File: src/rtl/felis_exec_pkg.sv
// rtl/felis_exec_pkg.sv - shared types and widths for the exec-element issuer
package felis_exec_pkg;

    localparam int INST_NUM_W = 6;
    localparam int REG_IDX_W  = 5;
    localparam int WORD_W     = 32;

    typedef enum logic [1:0] {
        IDLE,
        RUN,
        WB
    } issuer_state_t;

    typedef struct packed {
        logic [INST_NUM_W-1:0] inst_num;
        logic [WORD_W-1:0]     rs;
        logic [WORD_W-1:0]     rt;
        logic [WORD_W-1:0]     fs;
        logic [WORD_W-1:0]     ft;
        logic [REG_IDX_W-1:0]  dest;
        logic                  dest_fpr;
    } issue_req_t;

endpackage

File: src/rtl/exec_timeout_counter.sv
// rtl/exec_timeout_counter.sv - saturating RUN-cycle counter with expiry flag
module exec_timeout_counter #(
    parameter int TIMEOUT_CYCLES = 256
) (
    input  logic clk,
    input  logic clear,
    input  logic enable,
    output logic expired
);

    localparam int CNT_W = $clog2(TIMEOUT_CYCLES + 1);
    localparam logic [CNT_W-1:0] LAST = CNT_W'(TIMEOUT_CYCLES - 1);

    logic [CNT_W-1:0] cnt_q, cnt_d;

    // Holds at LAST instead of wrapping; the issuer leaves RUN there anyway.
    always_comb begin
        cnt_d = cnt_q;
        if (clear) begin
            cnt_d = '0;
        end else if (enable && (cnt_q != LAST)) begin
            cnt_d = cnt_q + CNT_W'(1);
        end
    end

    always_ff @(posedge clk) begin
        cnt_q <= cnt_d;
    end

    assign expired = (cnt_q == LAST);

endmodule

File: src/rtl/exec_element_issuer.sv
// rtl/exec_element_issuer.sv - launches one exec element per request and returns its result
module exec_element_issuer
    import felis_exec_pkg::*;
#(
    parameter int TIMEOUT_CYCLES = 256
) (
    input  logic                  clk,
    input  logic                  reset,
    input  logic                  issue_valid,
    output logic                  issue_ready,
    input  logic [INST_NUM_W-1:0] issue_inst_num,
    input  logic [WORD_W-1:0]     issue_rs,
    input  logic [WORD_W-1:0]     issue_rt,
    input  logic [WORD_W-1:0]     issue_fs,
    input  logic [WORD_W-1:0]     issue_ft,
    input  logic [REG_IDX_W-1:0]  issue_dest,
    input  logic                  issue_dest_fpr,
    output logic                  elem_reset,
    output logic [INST_NUM_W-1:0] elem_inst_num,
    output logic [WORD_W-1:0]     elem_rs,
    output logic [WORD_W-1:0]     elem_rt,
    output logic [WORD_W-1:0]     elem_fs,
    output logic [WORD_W-1:0]     elem_ft,
    input  logic                  elem_completed,
    input  logic [WORD_W-1:0]     elem_out,
    output logic                  wb_valid,
    input  logic                  wb_ready,
    output logic [REG_IDX_W-1:0]  wb_dest,
    output logic                  wb_dest_fpr,
    output logic [WORD_W-1:0]     wb_data,
    output logic                  err_timeout
);

    issuer_state_t     state_q, state_d;
    issue_req_t        req_q, req_d;
    logic [WORD_W-1:0] wb_data_q, wb_data_d;
    logic              issue_ready_q, issue_ready_d;
    logic              wb_valid_q, wb_valid_d;
    logic              err_timeout_q, err_timeout_d;
    logic              accept;
    logic              expired;

    assign accept = issue_valid & issue_ready_q;

    exec_timeout_counter #(
        .TIMEOUT_CYCLES(TIMEOUT_CYCLES)
    ) u_timeout (
        .clk    (clk),
        .clear  (reset | accept),
        .enable (state_q == RUN),
        .expired(expired)
    );

    always_comb begin
        state_d       = state_q;
        req_d         = req_q;
        wb_data_d     = wb_data_q;
        err_timeout_d = 1'b0;
        case (state_q)
            IDLE: begin
                if (issue_valid) begin
                    req_d.inst_num = issue_inst_num;
                    req_d.rs       = issue_rs;
                    req_d.rt       = issue_rt;
                    req_d.fs       = issue_fs;
                    req_d.ft       = issue_ft;
                    req_d.dest     = issue_dest;
                    req_d.dest_fpr = issue_dest_fpr;
                    state_d        = RUN;
                end
            end
            RUN: begin
                // Completion is checked first so a late result beats the abort.
                if (elem_completed) begin
                    wb_data_d = elem_out;
                    state_d   = WB;
                end else if (expired) begin
                    err_timeout_d = 1'b1;
                    state_d       = IDLE;
                end
            end
            WB: begin
                if (wb_ready) begin
                    state_d = IDLE;
                end
            end
            default: state_d = IDLE;
        endcase
        issue_ready_d = (state_d == IDLE);
        wb_valid_d    = (state_d == WB);
    end

    always_ff @(posedge clk) begin
        if (reset) begin
            state_q       <= IDLE;
            req_q         <= '0;
            wb_data_q     <= '0;
            issue_ready_q <= 1'b1;
            wb_valid_q    <= 1'b0;
            err_timeout_q <= 1'b0;
        end else begin
            state_q       <= state_d;
            req_q         <= req_d;
            wb_data_q     <= wb_data_d;
            issue_ready_q <= issue_ready_d;
            wb_valid_q    <= wb_valid_d;
            err_timeout_q <= err_timeout_d;
        end
    end

    // Outside RUN the element is held in reset, which also clears any stale completion.
    assign elem_reset    = reset | (state_q != RUN);
    assign elem_inst_num = req_q.inst_num;
    assign elem_rs       = req_q.rs;
    assign elem_rt       = req_q.rt;
    assign elem_fs       = req_q.fs;
    assign elem_ft       = req_q.ft;

    assign issue_ready = issue_ready_q;
    assign wb_valid    = wb_valid_q;
    assign wb_dest     = req_q.dest;
    assign wb_dest_fpr = req_q.dest_fpr;
    assign wb_data     = wb_data_q;
    assign err_timeout = err_timeout_q;

endmodule
File: config.mk
export PLATFORM = sky130hd
export DESIGN_NAME = exec_element_issuer
export DESIGN_NICKNAME = d
export VERILOG_FILES = /design/src/rtl/felis_exec_pkg.sv /design/src/rtl/exec_timeout_counter.sv /design/src/rtl/exec_element_issuer.sv
export SDC_FILE = /design/constraint.sdc
export NUM_CORES = 1
export LEC_CHECK = 0
export BUFFER_PORTS_ARGS = -buffer_cell sky130_fd_sc_hd__buf_2
export CAP_MARGIN = 20
export CORE_AREA = 5 5 135 137
export CTS_CLUSTER_DIAMETER = 100
export DETAILED_ROUTE_END_ITERATION = 10
export DIE_AREA = 0 0 140 142
export PLACE_DENSITY = 0.7
export RECOVER_POWER = 25
export SYNTH_ARGS = -nofsm -noshare
export SYNTH_HDL_FRONTEND = slang
export SYNTH_HIERARCHICAL = 1
export SYNTH_SLANG_ARGS = --single-unit
File: constraint.sdc
create_clock -name clk -period 2.5 [get_ports clk]
set_input_delay 0.25 -clock clk [delete_from_list [all_inputs] [get_ports clk]]
set_output_delay 0.25 -clock clk [all_outputs]
set_load 0.03 [all_outputs]
Word-level counts from Yosys, hierarchy flattened
Cells that the tools add are included.
{"block": "classes", "mux": 6, "bitwise_logic": 4, "n_eq_ne": 6, "n_addsub": 1, "reduce_logical": 6}
{"cell": "adder 9 x 1 -> 9 bit (second input constant)", "count": 1}
{"cell": "== test 9 x 8 -> 1 bit (second input constant)", "count": 1}
{"cell": "inequality test 9 x 8 -> 1 bit (second input constant)", "count": 1}
{"cell": "2-to-1 mux 2 bit", "count": 4}
{"cell": "one-hot mux 2 bit (3 select lines)", "count": 1}
{"cell": "== test 2 bit (second input constant)", "count": 2}
{"cell": "logical NOT 2 bit", "count": 2}
{"cell": "AND reduction 2 bit", "count": 2}
{"cell": "OR reduction 3 bit", "count": 1}
{"cell": "== test 2 x 1 -> 1 bit (second input constant)", "count": 1}
{"cell": "inequality test 2 x 1 -> 1 bit (second input constant)", "count": 1}
{"cell": "bitwise OR 1 bit", "count": 2}
{"cell": "bitwise AND 1 bit", "count": 1}
{"cell": "logical AND 1 bit", "count": 1}
{"cell": "2-to-1 mux 1 bit", "count": 1}
{"cell": "NOT 1 bit", "count": 1}
{"block": "totals", "in_bits": 177, "word_cells": 36, "out_inout_bits": 176, "reg_bits": 186}

Logic depth before layout (Yosys ltp)
Gate-level depths: netlist (run 1).
{"block": "depth", "depth_word": 5, "mapped_depth": 7, "mapped_depth_nobuf": 7}

Cells and area by module
Netlist (run 1), hierarchy kept.
{"mod": "exec_element_issuer", "area_each_um2": 6150.9, "cells_per_inst": 767, "seq_area_each_um2": 3543.4, "instances": 1}
{"mod": "exec_timeout_counter", "area_each_um2": 421.7, "cells_per_inst": 47, "seq_area_each_um2": 180.2, "instances": 1}

Least setup slack after synthesis (run 1)
Ideal clock, no wire load.
{"block": "synth_timing", "kind": "register to register", "startpoint": "register u_timeout.cnt_q[0]", "endpoint": "register issue_ready_q (netlist: issue_ready)", "stages_incl_launch_ff": 8, "path_buffers": 0, "arrival_ps": 1630, "slack_ps": 746, "setup_time_ps": 123, "required_time_ps": 2377, "period_less_slack_ps": 1754, "cell_sequence": "dfxtp_1 -> ha_1 -> nand3_1 -> nor2_1 -> ha_1 -> or3b_2 -> a211oi_1 -> nor2_1"}
{"block": "synth_via", "elab_chain_cells": 5}
{"item": "from (decl)", "line": "exec_timeout_counter.sv:14", "source": "logic [CNT_W-1:0] cnt_q, cnt_d;"}
{"item": "from (signal assigned)", "line": "exec_timeout_counter.sv:27", "source": "cnt_q <= cnt_d;"}
{"item": "== test 9 x 8 -> 1 bit", "line": "exec_timeout_counter.sv:30", "source": "assign expired = (cnt_q == LAST);"}
{"item": "via expired", "line": "exec_element_issuer.sv:41", "source": "logic expired;"}
{"item": "2-to-1 mux 2 bit", "line": "exec_element_issuer.sv:77", "source": "end else if (expired) begin"}
{"item": "2-to-1 mux 2 bit", "line": "exec_element_issuer.sv:74", "source": "if (elem_completed) begin"}
{"item": "one-hot mux 2 bit (3 select lines)", "line": "exec_element_issuer.sv:59", "source": "case (state_q)"}
{"item": "logical NOT 2 bit", "line": "exec_element_issuer.sv:89", "source": "issue_ready_d = (state_d == IDLE);"}
{"item": "to (signal assigned)", "line": "exec_element_issuer.sv:105", "source": "issue_ready_q <= issue_ready_d;"}
{"item": "to (decl)", "line": "exec_element_issuer.sv:37", "source": "logic issue_ready_q, issue_ready_d;"}
The timed path passes the listed nets, and every way through them passes these cells.
A chain may end at the register's enable or synchronous reset.

Worst setup path after layout (run 1)
Same ends and word-level chain as after synthesis.

==> results of run 1 <==
==> registers in the layout (all words and copies together), names as in the netlist <==
name,cells
wb_valid,1
u_timeout/cnt_q,9
wb_dest_fpr,1
elem_rs,32
elem_fs,32
err_timeout,1
elem_inst_num,6
elem_rt,32
state_q,2
issue_ready,1
wb_data,32
elem_ft,32
wb_dest,5
==> synthesized netlist by cell type (2+ instances only) <==
master,number,area (sq um)
clkbuf_1,35,131
a21oi_1,179,896
o21ai_0,3,15.0
buf_6,11,124
or4_1,2,15.0
nand3b_1,2,15.0
ha_1,2,25.0
buf_4,10,75.1
inv_1,3,11.3
or3_1,2,12.5
buf_2,3,15.0
nor2b_1,2,12.5
or3b_2,2,17.5
dfxtp_1,186,3720
nand2_1,345,1290
nand2b_1,2,12.5
xnor2_1,2,17.5
a211oi_1,2,15.0
o31ai_1,2,15.0
nor2_1,6,22.5
nand3_1,2,10.0
nand4b_1,2,17.5
==> per-layer routing <==
metal,global-route usage [%],up-vias,routed length [microns],share of wire (%)
met1,22.0,2871,8050,41
li1,-,3268,-,-
met2,30.6,244,9190,47
met5,0,-,0,0
met4,6.73,0,493,2.5
met3,7.22,31,1770,9.1
==> worst min-delay path by stage <==
| stage | to | slack [ns] | cells after the start |
|---|---|---|---|
| after CTS | err_timeout$_SDFF_PP0_ | 0.03 | 2 |
| after floorplan | err_timeout$_SDFF_PP0_ | 0.33 | 1 |
| after detailed placement | wb_data[20]$_SDFFE_PP0P_ | 0.44 | 2 |
| after global placement | elem_ft[20]$_SDFFE_PP0P_ | 0.44 | 2 |
| final | err_timeout$_SDFF_PP0_ | 0.06 | 2 |
| after global routing | wb_data[13]$_SDFFE_PP0P_ | 0.04 | 3 |
==> cells by family (layout without fill, tap and decap cells) <==
| family | count (synthesis) | count (layout) | share of synthesized area, % |
|---|---|---|---|
| and+or+nand+nor | 373 | 373 | 22.6 |
| AOI/OAI and AO/OA | 187 | 187 | 14.4 |
| DFF | 186 | 186 | 56.7 |
| buffers and inverters | 63 | 394 | 5.48 |
| adders and majority gates | 2 | 2 | 0.381 |
| xor gates and xnor gates | 2 | 2 | 0.267 |
| muxes | 1 | 1 | 0.152 |
==> power groups by stage <==
stage                     clock network (mW)  registers (mW)  logic (mW)
after floorplan                            0            3.62       0.403
after global placement                     0            3.28        1.11
after detailed placement                   0            3.28        1.12
after CTS                               2.63            3.22        1.12
after global routing                    2.75            3.24        1.18
final                                   2.55            3.22        1.08
==> layout make-up <==
type	instances	area (sq um)
Fill cell	1714	8110
Sequential cell	186	3720
Multi-Input combinational cell	565	2500
Timing Repair Buffer	359	1740
Clock buffer	17	425
Tap cell	225	282
Clock inverter	15	141
Inverter	3	11.3
==> through the flow <==
stage / util, % / area (sq um) / hold WS (ns) / worst slack (ns)
2_1_floorplan: - / 6570 / 0.326 / 0.746
3_3_place_gp: 49.4 / 8370 / 0.439 / 0.671
3_5_place_dp: 49.4 / 8370 / 0.443 / 0.617
4_1_cts: 52.8 / 8930 / 0.0324 / 0.587
5_1_grt: 52.1 / 8820 / 0.0412 / 0.418
6_report: 52.1 / 8820 / 0.0583 / 0.592
==> impl_metrics.py, run 1 <==
metrics = {
    "cts": {
        "cts.sinks": 186,
        "clk_path_buf_depth": 2,
        "cts_buffers": 17,
        "cts_resized": 0,
        "cts_max_level": 4,
        "cts_setup_buffers": 0,
        "cts_hold_buf": 0,
        "cts_tree": "built",
        "clkLatencyLatePin_ns": 0.42,
        "path_clk_slew_ns": 0.07,
        "cts_root_buf": "clkbuf_16",
    },
    "timing": {
        "finClkSkew_ns": 0.00744,
        "rsz0062_at_grt": "no",
        "slew_violations": 0,
        "max_freq_ghz": 0.524,
        "tns_ns": 0,
        "hold_violations": 0,
        "period_share_pct": 76.3,
        "max_slew_margin_pct": 54.6,
        "finalCriticalPeriod_ns": 1.91,
        "worst_slew_pin_slew_ns": 0.680,
        "setup_violations": 0,
    },
    "synthesis": {
        "synth_cells": 814,
        "synth_seq_cells": 186,
        "synth_area_per_cell_sq_um": 8.07,
        "syn_nets": 993,
        "syn-cell-area_sq_um": 6570,
        "yosysWarnings": 6,
        "synth.distinct_cells": 31,
        "ys_seq_area_share_pct": 56.7,
        "synth_flop_cell": "dfxtp_1",
        "postSynth.asyncResetShare_pct": 0,
        "synth_edf_count": 0,
    },
    "power": {
        "leakage_nw": 3.82,
        "fin_total_pwr_mw": 6.85,
        "vdd_drop_max_uv": 422,
        "p_sw_share_pct": 30.4,
        "power_density_nw_per_um2": 777,
        "pwr-share-seq_pct": 47.0,
        "comb_power_share_pct": 15.8,
        "p_sw_mw": 2.08,
        "clockPowerShare_pct": 37.2,
        "p_int_mw": 4.77,
    },
    "layout": {
        "drive_gt1_share_pct": 26.8,
        "fin_cells": 1370,
        "antenna_cells": 0,
        "area.growth.synth_to_final_pct": 34.2,
        "layout_common_cells": "nand2_1, buf_2, dfxtp_1",
        "final_common_cell": "nand2_1",
        "finish.net_count": 1311,
    },
    "place": {
        "dp.cells": 1338,
        "dpl.hpwl_microns": 13900,
        "place.port_buffers": 352,
        "gp_congestion": 0.818,
    },
    "detailed_routing": {
        "drt_iter0_drc": 331,
        "first_pass_iters": 4,
        "viasPerCell": 4.68,
        "wl_per_cell_microns": 14.2,
        "drtAntennaViolNets": 0,
        "drcViolationCount": 0,
        "detail_route.wirelength_microns": 19500,
        "vias": 6414,
    },
    "hold_path": {
        "min_path_type": "primary input to register",
        "min-delay-start": "elem_completed",
    },
    "worst_setup_path": {
        "reg2reg_to": "issue_ready$_SDFF_PP1_",
        "cp.depth": 7,
        "worstSetupPathType": "register to register",
        "startpoint_type": "register",
        "critPathRequiredTime_ns": 2.80,
        "cp_cell_sequence": "ha_1 -> nand3_1 -> nor2_1 -> ha_1 -> or3b_2 -> a211oi_1 -> nor2_1",
        "cp-startpoint": "u_timeout/cnt_q[0]$_SDFFE_PP0P_",
        "crit_fanout": 6,
        "r2r-start": "u_timeout/cnt_q[0]$_SDFFE_PP0P_",
        "cp_slowest_cell": "or3b_2",
        "cp_data_arrival_time_ns": 2.21,
        "critical-path-top-delay-family": "simple AND/OR/NAND/NOR gates",
        "critical_path.max_stage_delay_ns": 0.48,
        "worst_setup_path_end_kind": "register",
        "ff2ff_path_depth": 7,
        "rrSetupSlack_ns": 0.59,
        "cp-endpoint": "issue_ready$_SDFF_PP1_",
        "crit_buf_inv": 0,
    },
    "floorplanning": {
        "initial_core_util_pct": 38.8,
        "die_area_sq_um": 19900,
        "io_pins": 353,
        "dieHeight_microns": 142,
        "coreArea_sq_um": 16900,
        "die_w_microns": 140,
        "rows": 48,
    },
    "global_route": {
        "antenna_found_initial": 0,
        "grt_pass1_vias": 6041,
        "grt_pass1_wl_microns": 30300,
        "grt_max_degree": 141,
        "grt_use_total_pct": 18.5,
        "grt.overflow.total": 0,
    },
    "outcome": {
        "status": "complete, no violations",
    },
    "flow_run": {
        "cap_violations": 0,
    },
}
No activity file was read; power rests on OpenSTA's default activity.
==> run 2: changes to the inputs <==
--- a/config.mk
+++ b/config.mk
@@ -7,11 +7,11 @@
 export LEC_CHECK = 0
 export BUFFER_PORTS_ARGS = -buffer_cell sky130_fd_sc_hd__buf_2
 export CAP_MARGIN = 20
-export CORE_AREA = 5 5 135 137
+export CORE_MARGIN = 5
+export CORE_UTILIZATION = 40
 export CTS_CLUSTER_DIAMETER = 100
 export DETAILED_ROUTE_END_ITERATION = 10
-export DIE_AREA = 0 0 140 142
-export PLACE_DENSITY = 0.7
+export PLACE_DENSITY = 0.75
 export RECOVER_POWER = 25
 export SYNTH_ARGS = -nofsm -noshare
 export SYNTH_HDL_FRONTEND = slang
==> constraint.sdc (replaced) <==
create_clock -name clk -period 1.6 [get_ports clk]
set_input_delay 0.16 -clock clk [delete_from_list [all_inputs] [get_ports clk]]
set_output_delay 0.16 -clock clk [all_outputs]
set_load 0.03 [all_outputs]
==> impl_metrics.py, run 2 (synthesis results as in run 1) <==
metrics = {
    "outcome": {
        "status": "finished, violations left",
        "violations": "setup timing",
    },
    "worst_setup_path": {
        "worst_setup_path_end_kind": "register",
        "startpoint_type": "register",
        "cp_data_arrival_time_ns": 2.07,
        "critical_path.max_stage_delay_ns": 0.52,
        "critPathRequiredTime_ns": 1.95,
        "ff2ff_path_depth": 7,
        "worstSetupPathType": "register to register",
        "cp_cell_sequence": "ha_4 -> nand3_2 -> nor2_2 -> ha_2 -> nand4b_1 -> or4_1 -> a21oi_2",
        "cp_slowest_cell": "or4_1",
        "crit_fanout": 4,
    },
    "cts": {
        "cts.sinks": 186,
        "path_clk_slew_ns": 0.07,
        "clk_path_buf_depth": 2,
        "cts_max_level": 4,
        "cts_tree": "built",
        "cts_buffers": 17,
        "cts_root_buf": "clkbuf_16",
        "clkLatencyLatePin_ns": 0.42,
    },
    "global_route": {
        "grt_use_total_pct": 24.9,
        "grt.overflow.total": 0,
        "antenna_found_initial": 2,
        "grt_pass1_vias": 7818,
        "grt_pass1_wl_microns": 39400,
        "grt_max_degree": 75,
    },
    "detailed_routing": {
        "drtAntennaViolNets": 0,
        "drt_iter0_drc": 456,
        "viasPerCell": 4.93,
        "drcViolationCount": 0,
        "first_pass_iters": 5,
        "wl_per_cell_microns": 16.2,
        "detail_route.wirelength_microns": 25300,
        "vias": 7700,
    },
    "timing": {
        "finClkSkew_ns": 0.00827,
        "hold_violations": 0,
        "setup_ws_ns": -0.123,
        "tns_ns": -0.406,
        "setup_violations": 6,
        "rsz0062_at_grt": "yes",
        "max_freq_ghz": 0.580,
        "max_slew_margin_pct": 70.1,
        "period_share_pct": 108,
        "holdWs_ns": 0.0245,
        "finalCriticalPeriod_ns": 1.72,
        "slew_violations": 0,
        "worst_slew_pin_slew_ns": 0.451,
    },
    "power": {
        "leakage_nw": 4.76,
        "power_density_nw_per_um2": 1050,
        "fin_total_pwr_mw": 11.5,
        "vdd_drop_max_uv": 814,
    },
    "floorplanning": {
        "io_pins": 353,
        "dieHeight_microns": 138,
        "coreArea_sq_um": 16000,
        "die_area_sq_um": 19100,
        "die_w_microns": 138,
        "rows": 46,
        "initial_core_util_pct": 41.1,
    },
    "hold_path": {
        "min_path_type": "primary input to register",
        "hold_path_depth": 3,
    },
    "place": {
        "place.port_buffers": 352,
        "dpl.hpwl_microns": 14400,
        "gp_congestion": 0.870,
    },
    "layout": {
        "fill_cells": 1199,
        "fin_util_pct": 68.5,
        "final_common_cell": "nand2_1",
        "finish.net_count": 1511,
        "area.growth.synth_to_final_pct": 66.9,
        "drive_gt1_share_pct": 26.2,
        "layout_common_cells": "nand2_1, buf_2, dfxtp_1",
    },
    "flow_run": {
        "cap_violations": 0,
    },
}
## run 2: final timing paths
path / startpoint / to / slack, ns
max: u_timeout/cnt_q[1]$_SDFFE_PP0P_ / u_timeout/cnt_q[5]$_SDFFE_PP0P_ / -0.12
min: elem_out[14] / wb_data[14]$_SDFFE_PP0P_ / 0.02
max reg2reg: u_timeout/cnt_q[1]$_SDFFE_PP0P_ / u_timeout/cnt_q[5]$_SDFFE_PP0P_ / -0.12
min reg2reg: elem_rs[27]$_SDFFE_PP0P_ / elem_rs[27]$_SDFFE_PP0P_ / 0.45
## run 2: stage by stage
step           instance area (sq um)  setup slack, ns  instances
2_1_floorplan                   6600          -0.0613        814
3_5_place_dp                    8670           -0.115       1353
6_report                       11000           -0.123       1563
5_1_grt                        11000           -0.206       1563
3_3_place_gp                    8670          -0.0700       1353
4_1_cts                        11000           -0.131       1557
## run 2: routing by layer
metal	up-vias	wire length [microns]	GRT usage (%)
met3	87	2160	8.07
li1	3665	-	-
met5	-	0	0
met1	3535	9470	26.9
met4	0	1150	12.7
met2	413	12600	43.6
## run 2: cell type report
type	instances	area, sq um	share of cell area [%]
clock buffer	20	467	4.26
clock inverter	12	128	1.16
antenna	2	5.00	0.0456
inverter	3	11.3	0.103
sequential	186	3730	34.0
timing repair buffer	559	3810	34.7
multi-input combinational	565	2550	23.2
tap	216	270	2.46
## run 2: critical path, delay by kind of cell, from the launching register on
family          cells  cell delay (ns)
compound gates      1             0.13
fa+ha+maj           2             0.34
flops               1             0.34
simple gates        4             0.85
## run 2: repair_timing
item | 4_1_cts | 5_1_grt
resized for setup | 2 | 6
pin swaps | 3 | 4
endpoints found under the setup margin | 5 | 70
hold buffers | 171 | 0
cloned | 0 | 2
setup buffers | 1 | 2
hold endpoints to repair | 171 | 0
## run 2: power breakdown
group	internal [mW]	switching, mW
Combinational	0.892	1.36
Sequential	4.90	0.145
Clock	2.32	1.90
==> run 3: changes to the inputs <==
--- a/config.mk
+++ b/config.mk
@@ -7,11 +7,12 @@
 export LEC_CHECK = 0
 export BUFFER_PORTS_ARGS = -buffer_cell sky130_fd_sc_hd__buf_2
 export CAP_MARGIN = 20
+export CORE_ASPECT_RATIO = 0.75
 export CORE_MARGIN = 5
 export CORE_UTILIZATION = 40
 export CTS_CLUSTER_DIAMETER = 100
 export DETAILED_ROUTE_END_ITERATION = 10
-export PLACE_DENSITY = 0.75
+export PLACE_DENSITY_LB_ADDON = 0.05
 export RECOVER_POWER = 25
 export SYNTH_ARGS = -nofsm -noshare
 export SYNTH_HDL_FRONTEND = slang
==> impl_metrics.py, run 3 (synthesis results as in run 1) <==
metrics = {
    "layout": {
        "area.growth.synth_to_final_pct": 66.5,
        "layout_common_cells": "nand2_1, buf_2, dfxtp_1",
        "antenna_cells": 0,
        "drive_gt1_share_pct": 25.4,
        "fin_cells": 1551,
        "fin_util_pct": 68.1,
        "final_common_cell": "nand2_1",
        "finish.net_count": 1508,
    },
    "timing": {
        "slew_violations": 0,
        "setup_violations": 6,
        "hold_violations": 0,
        "finClkSkew_ns": 0.00866,
        "setup_ws_ns": -0.127,
        "finalCriticalPeriod_ns": 1.73,
        "max_slew_margin_pct": 67.2,
        "max_freq_ghz": 0.579,
        "period_share_pct": 108,
        "worst_slew_pin_slew_ns": 0.491,
        "rsz0062_at_grt": "yes",
    },
    "detailed_routing": {
        "first_pass_iters": 4,
        "detail_route.wirelength_microns": 23300,
        "drcViolationCount": 0,
        "viasPerCell": 4.66,
        "drtAntennaViolNets": 0,
        "vias": 7228,
        "wl_per_cell_microns": 15.0,
        "drt_iter0_drc": 560,
    },
    "hold_path": {
        "min_path_type": "primary input to register",
        "hold_path_depth": 3,
        "min-delay-start": "wb_ready",
        "hold_end": "wb_valid$_SDFF_PP0_",
    },
    "floorplanning": {
        "rows": 40,
        "die_w_microns": 158,
        "initial_core_util_pct": 40.9,
        "io_pins": 353,
        "dieHeight_microns": 121,
        "die_area_sq_um": 19100,
        "coreArea_sq_um": 16100,
    },
    "global_route": {
        "grt_max_degree": 109,
        "grt_pass1_wl_microns": 36100,
        "grt_pass1_vias": 7111,
        "antenna_found_initial": 0,
        "grt_use_total_pct": 23.5,
        "grt.overflow.total": 0,
    },
    "cts": {
        "cts_buffers": 17,
        "path_clk_slew_ns": 0.07,
        "cts.sinks": 186,
        "clk_path_buf_depth": 2,
        "cts_max_level": 4,
        "cts_tree": "built",
        "clkLatencyLatePin_ns": 0.43,
        "cts_root_buf": "clkbuf_16",
    },
    "worst_setup_path": {
        "rrSetupSlack_ns": -0.13,
        "startpoint_type": "register",
        "r2r-start": "u_timeout/cnt_q[1]$_SDFFE_PP0P_",
        "ff2ff_path_depth": 7,
        "reg2reg_to": "u_timeout/cnt_q[5]$_SDFFE_PP0P_",
        "cp_data_arrival_time_ns": 2.08,
        "worst_setup_path_end_kind": "register",
        "crit_fanout": 4,
        "worstSetupPathType": "register to register",
        "critPathRequiredTime_ns": 1.96,
    },
    "power": {
        "p_int_mw": 8.56,
        "comb_power_share_pct": 18.2,
        "p_sw_mw": 3.29,
        "clockPowerShare_pct": 39.3,
        "pwr-share-seq_pct": 42.5,
        "vdd_drop_max_uv": 666,
        "power_density_nw_per_um2": 1080,
        "p_sw_share_pct": 27.8,
        "leakage_nw": 4.76,
    },
    "place": {
        "dp.cells": 1344,
        "gp_congestion": 0.789,
        "dpl.hpwl_microns": 14800,
        "place.port_buffers": 352,
    },
    "flow_run": {
        "cap_violations": 0,
    },
    "outcome": {
        "status": "finished, violations left",
        "violations": "setup timing",
    },
}
## run 3: cell types whose count changed in the layout (fill, tap and decap cells not counted), sizes merged
cell / delta
clkbuf: -2
inv: -2
diode: -2
clkinv: +1
clkinvlp: -3
bufinv: +4
buf: -5
dlygate4sd3: +3
## run 3: stage by stage
stage	cell area [sq um]	power (mW)	TNS, ns	setup WS [ns]	hold WS [ns]
after floorplan	6600	6.29	-0.0711	-0.0613	0.236
after global placement	8630	6.96	-0.288	-0.0879	0.399
after detailed placement	8630	6.97	-0.324	-0.0776	0.400
after CTS	11000	12.0	-0.413	-0.0987	0.00769
after global routing	10900	12.4	-1.01	-0.200	0.0495
final	10900	11.8	-0.561	-0.127	0.0257
## run 3: power by group through the flow
stage,combinational [mW],clock [mW],sequential (mW)
floorplan,0.632,0,5.65
global placement,1.84,0,5.12
detailed placement,1.84,0,5.13
CTS,2.18,4.76,5.03
global route,2.34,4.95,5.06
finish,2.16,4.65,5.03
## run 3: final cells by class
cell class / instances / area (sq um)
clock buffer: 19 / 433
clock inverter: 12 / 213
fill: 1373 / 5120
inverter: 3 / 11.3
multi-input combinational: 565 / 2540
sequential: 186 / 3730
tap: 210 / 263
timing repair buffer: 556 / 3750
## run 3: worst max path at each step
stage,startpoint,endpoint,slack [ns],cells after the start
CTS,u_timeout/cnt_q[0]$_SDFFE_PP0P_,u_timeout/cnt_q[5]$_SDFFE_PP0P_,-0.1,7
floorplan,u_timeout/cnt_q[0]$_SDFFE_PP0P_,u_timeout/cnt_q[5]$_SDFFE_PP0P_,-0.06,7
global route,u_timeout/cnt_q[0]$_SDFFE_PP0P_,u_timeout/cnt_q[5]$_SDFFE_PP0P_,-0.20,7
global placement,u_timeout/cnt_q[1]$_SDFFE_PP0P_,u_timeout/cnt_q[3]$_SDFFE_PP0P_,-0.09,8
detailed placement,u_timeout/cnt_q[1]$_SDFFE_PP0P_,u_timeout/cnt_q[7]$_SDFFE_PP0P_,-0.08,9
finish,u_timeout/cnt_q[1]$_SDFFE_PP0P_,u_timeout/cnt_q[5]$_SDFFE_PP0P_,-0.13,7
## run 3: routing by layer
layer | up-vias | GRT usage [%] | part of all wire (%)
met5 | - | 0 | 0
met4 | 0 | 9.22 | 2.9
met3 | 50 | 7.81 | 9.0
met2 | 264 | 40.8 | 49
met1 | 3266 | 26.5 | 39
li1 | 3648 | - | -
## run 3: critical path, cell delays in order, from the launching register on
cell	delay, ns
dfxtp_2	0.34
ha_4	0.16
nand3_2	0.05
nor2_1	0.05
ha_2	0.19
nand4b_1	0.24
or4_1	0.51
a21oi_1	0.13
## run 3: repair_timing
action | in CTS | in global routing
pin swaps | 3 | 5
setup endpoints to repair | 7 | 10
resized for setup | 3 | 5
hold buffers | 174 | 0
setup buffers | 1 | 1
endpoints found under the hold margin | 176 | 0
